File: src/rtl/fp16_pkg.sv
// -----------------------------------------------------------------------------
// fp16_pkg
// Shared FP16 constants for the ALU's arithmetic blocks (divider today, the
// multiplier later). Holds field positions, exponent limits, the default
// saturation code and the divider's FSM state encoding.
// No ports; import with `import fp16_pkg::*;`.
// -----------------------------------------------------------------------------
package fp16_pkg;

    // Field positions inside a 16-bit half-precision word.
    localparam int SIGN_BIT = 15;
    localparam int EXP_MSB  = 14;
    localparam int EXP_LSB  = 10;
    localparam int FRAC_MSB = 9;

    // Unbiased exponent limits, 7-bit signed so that quotient exponents in
    // [-41,40] are representable without wrap.
    localparam logic signed [6:0] BIAS        = 7'sd15;
    localparam logic signed [6:0] EMIN        = -7'sd14;
    localparam logic signed [6:0] EMAX        = 7'sd15;
    localparam logic signed [6:0] EDENORM_MIN = -7'sd24;

    // Code produced on overflow and on any division by zero.
    localparam logic [15:0] SAT_CODE_DEFAULT = 16'hFFFF;

    // One quotient bit per DIV cycle; 12 bits give an 11-bit significand
    // plus one bit of normalisation headroom.
    localparam logic [3:0] DIV_LAST = 4'd11;

    typedef enum logic [2:0] {
        IDLE = 3'd0,
        NORM = 3'd1,
        DIV  = 3'd2,
        PACK = 3'd3,
        DONE = 3'd4
    } state_t;

endpackage

File: src/rtl/fp16_div_iter_lod10.sv
// -----------------------------------------------------------------------------
// lod10
// Leading-one detector for a 10-bit FP16 fraction. Reports the bit index of
// the most significant set bit; an all-zero input reports 0 (callers treat a
// zero operand separately).
// Ports:
//   value  in  10  fraction to scan
//   pos    out  4  index 0..9 of the highest set bit
// -----------------------------------------------------------------------------
module lod10 (
    input  logic [9:0] value,
    output logic [3:0] pos
);

    // Ascending scan: the last hit is the highest set bit.
    always_comb begin
        pos = 4'd0;
        for (int i = 0; i < 10; i++) begin
            if (value[i]) pos = 4'(i);
        end
    end

endmodule

File: src/rtl/fp16_div_iter.sv
// -----------------------------------------------------------------------------
// fp16_div_iter
// Iterative FP16 divider, A/B. Restoring radix-2 mantissa division, one
// quotient bit per cycle. Denormal inputs are normalised, E=31 is an ordinary
// exponent, results truncate, overflow and x/0 give SAT_CODE, results below
// 2^-24 flush to 16'h0000.
//
// Handshake: a transfer happens on a rising edge where valid and ready are
// both high. in_ready_o is high only in IDLE; out_valid_o is high only in
// DONE, where DIV_o is held until out_ready_i is seen. One operation in
// flight; accept edge to out_valid_o rising is always 14 edges.
//
// Ports:
//   clk_i        in   1  clock
//   rst_i        in   1  asynchronous active-high reset
//   in_valid_i   in   1  operand pair valid
//   in_ready_o   out  1  operands can be accepted
//   opA_i        in  16  dividend
//   opB_i        in  16  divisor
//   out_valid_o  out  1  DIV_o valid
//   out_ready_i  in   1  consumer accepts DIV_o
//   DIV_o        out 16  quotient
//   state_dbg    out  3  current FSM state (state_t encoding)
// -----------------------------------------------------------------------------
module fp16_div_iter
    import fp16_pkg::*;
#(
    parameter logic [15:0] SAT_CODE = SAT_CODE_DEFAULT
) (
    input  logic        clk_i,
    input  logic        rst_i,
    input  logic        in_valid_i,
    output logic        in_ready_o,
    input  logic [15:0] opA_i,
    input  logic [15:0] opB_i,
    output logic        out_valid_o,
    input  logic        out_ready_i,
    output logic [15:0] DIV_o,
    output logic [2:0]  state_dbg
);

    state_t state, state_nxt;

    // Operand capture and working registers.
    logic [15:0]       a_q, b_q;
    logic              sign_q, za_q, zb_q;
    logic [10:0]       mb_q;
    logic [11:0]       rem_q;
    logic [11:0]       quo_q;
    logic [3:0]        cnt_q;
    logic signed [6:0] exp_q;
    logic [15:0]       div_q;

    // ---------------------------------------------------------------- FSM
    always_ff @(posedge clk_i or posedge rst_i) begin
        if (rst_i) state <= IDLE;
        else       state <= state_nxt;
    end

    always_comb begin
        state_nxt = state;
        case (state)
            IDLE:    if (in_valid_i) state_nxt = NORM;
            NORM:    state_nxt = DIV;
            DIV:     if (cnt_q == DIV_LAST) state_nxt = PACK;
            PACK:    state_nxt = DONE;
            DONE:    if (out_ready_i) state_nxt = IDLE;
            default: state_nxt = IDLE;
        endcase
    end

    assign in_ready_o  = (state == IDLE);
    assign out_valid_o = (state == DONE);
    assign DIV_o       = div_q;
    assign state_dbg   = state;

    // --------------------------------------------------------- NORM logic
    logic [3:0]        pos_a, pos_b;
    logic [4:0]        exp_a, exp_b;
    logic              norm_a, norm_b;
    logic [10:0]       ma_n, mb_n;
    logic signed [6:0] ea_n, eb_n;

    lod10 u_lod_a (.value(a_q[FRAC_MSB:0]), .pos(pos_a));
    lod10 u_lod_b (.value(b_q[FRAC_MSB:0]), .pos(pos_b));

    // A denormal fraction with its top one at bit p is shifted left by 10-p
    // to reach bit 10, so its exponent is -14-(10-p) = p-24.
    always_comb begin
        exp_a  = a_q[EXP_MSB:EXP_LSB];
        exp_b  = b_q[EXP_MSB:EXP_LSB];
        norm_a = (exp_a != 5'd0);
        norm_b = (exp_b != 5'd0);
        ma_n   = norm_a ? {1'b1, a_q[FRAC_MSB:0]}
                        : ({1'b0, a_q[FRAC_MSB:0]} << (4'd10 - pos_a));
        mb_n   = norm_b ? {1'b1, b_q[FRAC_MSB:0]}
                        : ({1'b0, b_q[FRAC_MSB:0]} << (4'd10 - pos_b));
        ea_n   = norm_a ? ($signed({2'b00, exp_a}) - BIAS)
                        : (EDENORM_MIN + $signed({3'b000, pos_a}));
        eb_n   = norm_b ? ($signed({2'b00, exp_b}) - BIAS)
                        : (EDENORM_MIN + $signed({3'b000, pos_b}));
    end

    // ---------------------------------------------------------- DIV step
    logic        ge;
    logic [11:0] rem_sel;

    always_comb begin
        ge      = (rem_q >= {1'b0, mb_q});
        rem_sel = ge ? (rem_q - {1'b0, mb_q}) : rem_q;
    end

    // --------------------------------------------------------- PACK logic
    logic [10:0]       m_n;
    logic signed [6:0] e_n;
    logic [3:0]        sh_n;
    logic [9:0]        den_frac;
    logic [15:0]       pack_n;

    // Q[11] set means the quotient significand was >= 1: drop the extra LSB
    // and keep the exponent; otherwise the top bit is Q[10] and the exponent
    // is one lower.
    always_comb begin
        m_n      = quo_q[11] ? quo_q[11:1] : quo_q[10:0];
        e_n      = quo_q[11] ? exp_q : (exp_q - 7'sd1);
        sh_n     = 4'(EMIN - e_n);
        den_frac = 10'(m_n >> sh_n);
        if (zb_q)                   pack_n = SAT_CODE;
        else if (za_q)              pack_n = {sign_q, 15'b0};
        else if (e_n > EMAX)        pack_n = SAT_CODE;
        else if (e_n < EDENORM_MIN) pack_n = 16'h0000;
        else if (e_n >= EMIN)       pack_n = {sign_q, 5'(e_n + BIAS), m_n[FRAC_MSB:0]};
        else                        pack_n = {sign_q, 5'b00000, den_frac};
    end

    // ----------------------------------------------------------- datapath
    always_ff @(posedge clk_i or posedge rst_i) begin
        if (rst_i) begin
            a_q    <= 16'h0000;
            b_q    <= 16'h0000;
            sign_q <= 1'b0;
            za_q   <= 1'b0;
            zb_q   <= 1'b0;
            mb_q   <= 11'd0;
            rem_q  <= 12'd0;
            quo_q  <= 12'd0;
            cnt_q  <= 4'd0;
            exp_q  <= 7'sd0;
            div_q  <= 16'h0000;
        end else begin
            case (state)
                IDLE: begin
                    if (in_valid_i) begin
                        a_q <= opA_i;
                        b_q <= opB_i;
                    end
                end
                NORM: begin
                    sign_q <= a_q[SIGN_BIT] ^ b_q[SIGN_BIT];
                    za_q   <= (a_q[EXP_MSB:0] == 15'd0);
                    zb_q   <= (b_q[EXP_MSB:0] == 15'd0);
                    rem_q  <= {1'b0, ma_n};
                    mb_q   <= mb_n;
                    exp_q  <= ea_n - eb_n;
                    quo_q  <= 12'd0;
                    cnt_q  <= 4'd0;
                end
                DIV: begin
                    quo_q <= {quo_q[10:0], ge};
                    rem_q <= rem_sel << 1;
                    cnt_q <= cnt_q + 4'd1;
                end
                PACK: begin
                    div_q <= pack_n;
                end
                default: ;
            endcase
        end
    end

endmodule

File: config.mk
export PLATFORM = sky130hd
export DESIGN_NAME = fp16_div_iter
export DESIGN_NICKNAME = d
export VERILOG_FILES = /design/src/rtl/fp16_pkg.sv /design/src/rtl/fp16_div_iter_lod10.sv /design/src/rtl/fp16_div_iter.sv
export SDC_FILE = /design/constraint.sdc
export NUM_CORES = 1
export LEC_CHECK = 0
export ABC_AREA = 0
export CAP_MARGIN = 20
export CORE_UTILIZATION = 30
export CTS_CLUSTER_DIAMETER = 30
export DETAILED_ROUTE_END_ITERATION = 10
export PLACE_DENSITY = 0.52
export SYNTH_ARGS = -nofsm -noshare
export SYNTH_HDL_FRONTEND = slang
export SYNTH_SLANG_ARGS = --single-unit
File: constraint.sdc
create_clock -name clk_i -period 5.6 [get_ports clk_i]
set_input_delay 0.84 -clock clk_i [delete_from_list [all_inputs] [get_ports clk_i]]
set_output_delay 0.84 -clock clk_i [all_outputs]
set_load 0.005 [all_outputs]
==> impl_results.md, run 1 <==
- Overflow after GRT: 0
- CP Capture Type: flop
- Reg2Reg Launch Point: exp_q[0]
- Vias: 6371
- Syn Area/Cell: roughly 8.6 um^2
- Setup Skew: a little over 7 ps
- CTS max path bufs: 2
- Cell chain of the critical path: inv_1, ha_1, inv_1, o21a_1, ha_1, clkinv_1, o221a_2, a21oi_1, nand3_1, o221a_1, a211oi_2
- Starting Density: a little over 30%
- Iteration-0 DRC Markers: 346
- Synthesis-to-layout area growth: 15.4%
- CP max stage delay: 780 ps
- Synthesized Nets: 930
- Grt met1 use: 22.2%
- # port buffers: 56
- Ant diodes: 0
- Setup TNS: 0 ps
- # DRC: 2
- Grt peak-use layer: met2
- Worst Tran Pin Value: between 800 and 900 ps
- TritonCTS Buffers: 9
- Root Buffer: clkbuf_16
- Vias in the first global route: 6206
- Post-Syn Area: 7410 um^2
- Slew headroom: 43.7%
- Critical path's slowest cell: dfrtp_1
- Hold EP: sign_q
- Worst hold start: sign_q
- Hold-fix buffers, CTS: 0
- Failing checks: DRC
- Crit path launch: exp_q[0]
- Final hold vios: 0
- Top FF cell, synth: dfrtp_1
- Worst r2r path cells: 11
- Largest net degree at the start of global routing: 67
- FF+latch count, synth: 100
- Unique masters post-synth: 90
- Sink Count: 100
- RSZ-0062 raised after global routing: false
- Chip height: 159 um
- MaxCap Viol Count: 0
- Hold Path Class: reg -> reg
- Pre-Repair DR Iteration Count: 7
- # fillers: 2540
- Layout cell share with drive strength beyond 1: around 9.1%
- Final period util: 70.1%
- Final nets: 953
- Initial antenna violation count: 0
- Total Die Area: 25300 um^2
- Final Critical Period: 3920 ps
- Crit-path max FO: 25
- DRT Wirelength: around 19000 um
- Row count: 57
- Core Box Area: between 20000 and 25000 um^2
- Met3 Resource Use GR: 2.40%
- Wire per inst: 15.8 um
- CP delay by family, top: compound AO/OA/AOI/OAI gates
- CTS tree: yes
- CP required: a little under 6000 ps
- Ys Warns: 0
- Die width: about 160 um
- Final ANT Viol Nets: 0
- Io pins: 57
- RePlAce Congestion: 0.825
- Worst Path Arrival: 4190 ps
- Cell count after synthesis: 864
- Post CTS Setup Buffer Count: 0
- Reg-to-reg setup timing slack: 1680 ps
- Reg-to-Reg End: DIV_o[0]
- Hold Path Cell Cnt: 2
- Hpwl dp: 14100 um
- First-pass GRT wire length: 32800 um
- Fmax: about 250 MHz
- Finish-stage setup viols: 0
- CTS clock-pin slew for the worst setup and hold paths: 70 ps
- M2 GR Usage: 25.2%
- Slew Viols, Final: 0
- Kind of critical path: reg -> reg
- Worst-skew pair later-pin latency: approximately 350 ps
- Seq/Total Area, Yosys: around 34%
- Bufs and invs on worst path: 3
- Resized Gates After CTS: 0
- DR vias/cell: ~5.2
- Ys async rst share: 100%
- Status: finished with violations
- H-Tree Depth: 3
- Gr usage total: 15.9%
- Worst setup SP type: flop
- Number of flops mapped to enable cells by yosys: 0
worst reg2reg max path, stage by stage, from the launching register on:
cell,delay (ps)
dfrtp_1,780
inv_1,280
ha_1,420
inv_1,70
o21a_1,200
ha_1,550
clkinv_1,340
o221a_2,310
a21oi_1,270
nand3_1,120
o221a_1,300
a211oi_2,200
cell type report:
type                       instances  area, um^2  share of cell area [%]
clock inverter                     6        87.6                    1.02
timing repair buffer              66         636                    7.43
inverter                          50         190                    2.22
clock buffer                      10         239                    2.80
sequential                       100        2500                    29.3
tap                              324         405                    4.74
multi-input combinational        660        4490                    52.5
placed cells by master, fill, tap and decap left out, types with 5 or more instances in the layout:
master,instances
nand4_1,5
mux2i_1,25
o21a_1,13
nor3_1,22
dfrtp_1,100
a22o_1,12
xnor2_1,19
clkdlybuf4s50_1,56
nor2_1,60
o22ai_1,5
nand2_1,98
clkbuf_16,9
nand2b_1,19
a21oi_1,47
o21ai_0,64
mux2_2,25
buf_4,10
a211oi_1,15
a22oi_1,10
o211ai_1,21
o31ai_1,6
nand3_1,18
xor2_1,12
ha_1,28
inv_1,47
nor2b_1,12
through the flow:
stage                     utilization, %  hold slack (ps)  setup WS [ps]  instances  area (um^2)
after floorplan                        -              435           2140        864         7410
after global placement              33.9              464           1820       1200         8220
after detailed placement            33.9              467           1720       1200         8220
after CTS                           35.3              487           1700       1216         8550
after global routing                35.3              508           1390       1216         8550
final                               35.3              478           1680       1216         8550
sequential cells by signal, indices dropped and copies added, names as in the netlist:
register,flops
DIV_o,16
a_q,16
b_q,16
quo_q,12
rem_q,12
mb_q,11
exp_q,7
cnt_q,4
state_dbg,3
sign_q,1
za_q,1
zb_q,1
cell usage after synthesis (5+ instances only):
| cell type | n | area, um^2 |
|---|---|---|
| a211oi_1 | 15 | 113 |
| a21oi_1 | 47 | 235 |
| a22o_1 | 12 | 105 |
| a22oi_1 | 10 | 75.1 |
| buf_2 | 5 | 25.0 |
| clkbuf_1 | 44 | 165 |
| dfrtp_1 | 100 | 2500 |
| ha_1 | 28 | 350 |
| inv_1 | 48 | 180 |
| mux2_2 | 25 | 282 |
| mux2i_1 | 25 | 250 |
| nand2_1 | 98 | 368 |
| nand2b_1 | 19 | 119 |
| nand3_1 | 18 | 90.1 |
| nand4_1 | 5 | 31.3 |
| nor2_1 | 60 | 225 |
| nor2b_1 | 12 | 75.1 |
| nor3_1 | 23 | 115 |
| o211ai_1 | 21 | 158 |
| o21a_1 | 13 | 97.6 |
| o21ai_0 | 64 | 320 |
| o22ai_1 | 5 | 31.3 |
| o31ai_1 | 6 | 45.0 |
| xnor2_1 | 19 | 166 |
| xor2_1 | 12 | 105 |
worst max-delay path by stage:
stage                to  slack, ps  cells past startpoint
2_1_floorplan  DIV_o[0]       2140                      1
3_3_place_gp   DIV_o[0]       1820                     11
3_5_place_dp   DIV_o[0]       1720                     11
4_1_cts        DIV_o[0]       1700                     11
5_1_grt        DIV_o[0]       1390                     11
6_report       DIV_o[0]       1680                     11
kinds of logic after synthesis:
kind of cell	after synthesis	synth area share, %
and+or+nand+nor	278	18.6
AOI/OAI and AO/OA	268	25.1
buffers and inverters	104	5.66
DFF	100	33.8
muxes	51	7.48
xor gates and xnor gates	32	3.97
adders and majority gates	31	5.41
metal layers:
layer | vias to the layer above | wire length [um]
met5 | - | 0
met4 | 0 | 261
met3 | 20 | 623
met2 | 134 | 8870
met1 | 3021 | 9480
li1 | 3196 | -
Power of run 1 is left out: the tool's default activity adds up to more than one toggle a clock period on the data nets, which glitch-free logic cannot reach.
==> run 2: changes to the inputs <==
- clock period: 5.6 -> 3.7 ns (I/O delays scaled with it)
==> impl_results.md, run 2 (synthesized netlist as in run 1, its figures left out) <==
- Status: finished with violations
- Failing checks: DRC
- Synthesis-to-layout area growth: 16.6%
- MaxCap Viol Count: 0 (unchanged)
- Initial antenna violation count: 1 (+1)
- Vias: 6392 (+0.33%)
- Crit-path max FO: 13 (-48%)
- Commonest non-fill, non-tap cell in the layout: dfrtp_1
- Final Critical Period: 3240 ps (-688 ps)
- Final period util: 87.5% (+17 points)
- # DRC: 2 (unchanged)
- Vias in the first global route: 6300 (+1.5%)
- RSZ-0062 raised after global routing: false
- Gr usage total: 16.0% (+0.18 points)
- Starting Density: 30.5% (unchanged)
- Most used cells in the layout excluding fill and tap cells: dfrtp_1, nand2_1, o21ai_0
- Post CTS Setup Buffer Count: 0 (unchanged)
- CTS tree: yes
- Slew Viols, Final: 0 (unchanged)
- DR vias/cell: 5.22 (-0.33%)
- CP delay by family, top: compound AO/OA/AOI/OAI gates
- Ant diodes: 0 (unchanged)
- Row count: 57 (unchanged)
- Sink Count: 100 (unchanged)
- Cell chain of the critical path: inv_1, ha_1, inv_1, o21a_1, ha_1, clkinv_1, o221a_2, a21oi_1, nand3_1, o221a_1, a211oi_2
- Setup TNS: 0 ps (unchanged)
- Post-placement cell area: 8310 um^2 (+1.1%)
- Post-route cell area: 8640 um^2 (+1.0%)
- # fillers: 2499 (-1.6%)
- Largest net degree at the start of global routing: 54 (-19%)
- Core Box Area: 24200 um^2 (unchanged)
- # port buffers: 56 (unchanged)
- Die width: 159 um (unchanged)
- FF/Latch Area: 2500 um^2 (unchanged)
- Bufs and invs on worst path: 3 (unchanged)
- CP max stage delay: 550 ps (-230 ps)
- CTS clock-pin slew for the worst setup and hold paths: 70 ps (about the same)
- Layout cell share with drive strength beyond 1: 9.89% (+0.81 points)
- Grt peak-use layer: met2
- Worst setup SP type: flop
- Worst Tran Pin Value: 689 ps (-155 ps)
- Grt met1 use: 22.1% (-0.056 points)
- Slew headroom: 54.1% (+10 points)
- Hold-fix buffers, CTS: 0 (unchanged)
- Worst-skew pair later-pin latency: 350 ps (about the same)
- TritonCTS Buffers: 9 (unchanged)
- Pre-Repair DR Iteration Count: 8 (+1)
- Fin Hold WS: 487 ps (+8.95 ps)
- CP required: 3970 ps (-1900 ps)
- DRT Wirelength: 19500 um (+1.2%)
- RePlAce Congestion: 0.922 (+12%)
- Finish-stage setup viols: 0 (unchanged)
- Io pins: 57 (unchanged)
- Total Die Area: 25300 um^2 (unchanged)
- CP Capture Type: flop
- CTS max path bufs: 2 (unchanged)
- Hpwl dp: 14400 um (+2.3%)
- Hold Path Class: reg -> reg
- Area occupied by multi-input gates: 4490 um^2 (unchanged)
- Iteration-0 DRC Markers: 338 (-2.3%)
- H-Tree Depth: 3 (unchanged)
- Critical path's slowest cell: ha_1
- Setup Skew: 7.93 ps (+0.895 ps)
- Overflow after GRT: 0 (unchanged)
- Kind of critical path: reg -> reg
- Fmax: 309 MHz (+21%)
- Wire per inst: 15.9 um (+0.54%)
- Final nets: 963 (+1.0%)
- M2 GR Usage: 25.7% (+0.50 points)
- Final ANT Viol Nets: 0 (unchanged)
- Resized Gates After CTS: 0 (unchanged)
- First-pass GRT wire length: 33000 um (+0.59%)
- Met3 Resource Use GR: 2.32% (-0.078 points)
- Root Buffer: clkbuf_16
- Chip height: 159 um (unchanged)
- Worst Path Arrival: 3510 ps (-680 ps)
- Final hold vios: 0 (unchanged)
run 2: area by class of cell:
cell class / count / area share [%]
clock inverters: 5 / 1.19
well taps: 324 / 4.69
repair buffers: 76 / 8.37
inverters: 50 / 2.20
multi-input cells: 660 / 52.0
flip-flops and latches: 100 / 29.0
clock buffers: 9 / 2.61
run 2: path summary, 6_finish.rpt:
kind	depth (start not counted)	startpoint	slack [ps]	to
min in group asynchronous	2	rst_i	630	b_q[10]
setup / recovery	11	exp_q[0]	460	DIV_o[0]
hold / removal	1	DIV_o[10]	490	DIV_o[10]
setup reg to reg	11	exp_q[0]	460	DIV_o[0]
hold reg to reg	1	DIV_o[10]	490	DIV_o[10]
max in group asynchronous	3	rst_i	2360	quo_q[4]
run 2: metrics by stage:
stage          std cells  utilization, %  setup WS, ps
2_1_floorplan        864               -           526
3_3_place_gp        1210            34.3           528
3_5_place_dp        1210            34.3           470
4_1_cts             1224            35.6           456
5_1_grt             1224            35.6           158
6_report            1224            35.6           463
run 2: routing by layer:
metal | part of all wire (%) | vias to the layer above
li1 | - | 3222
met1 | 49 | 3006
met2 | 46 | 137
met3 | 2.8 | 27
met4 | 2.0 | 0
met5 | 0 | -
Power of run 2 is left out for the same reason.
==> run 3: changes to the inputs <==
- HOLD_SLACK_MARGIN: not set -> 0.1
==> results of run 3 <==
No change in the layout: final DEF, timing and power equal those of run 2.
Power of run 3 is left out for the same reason.
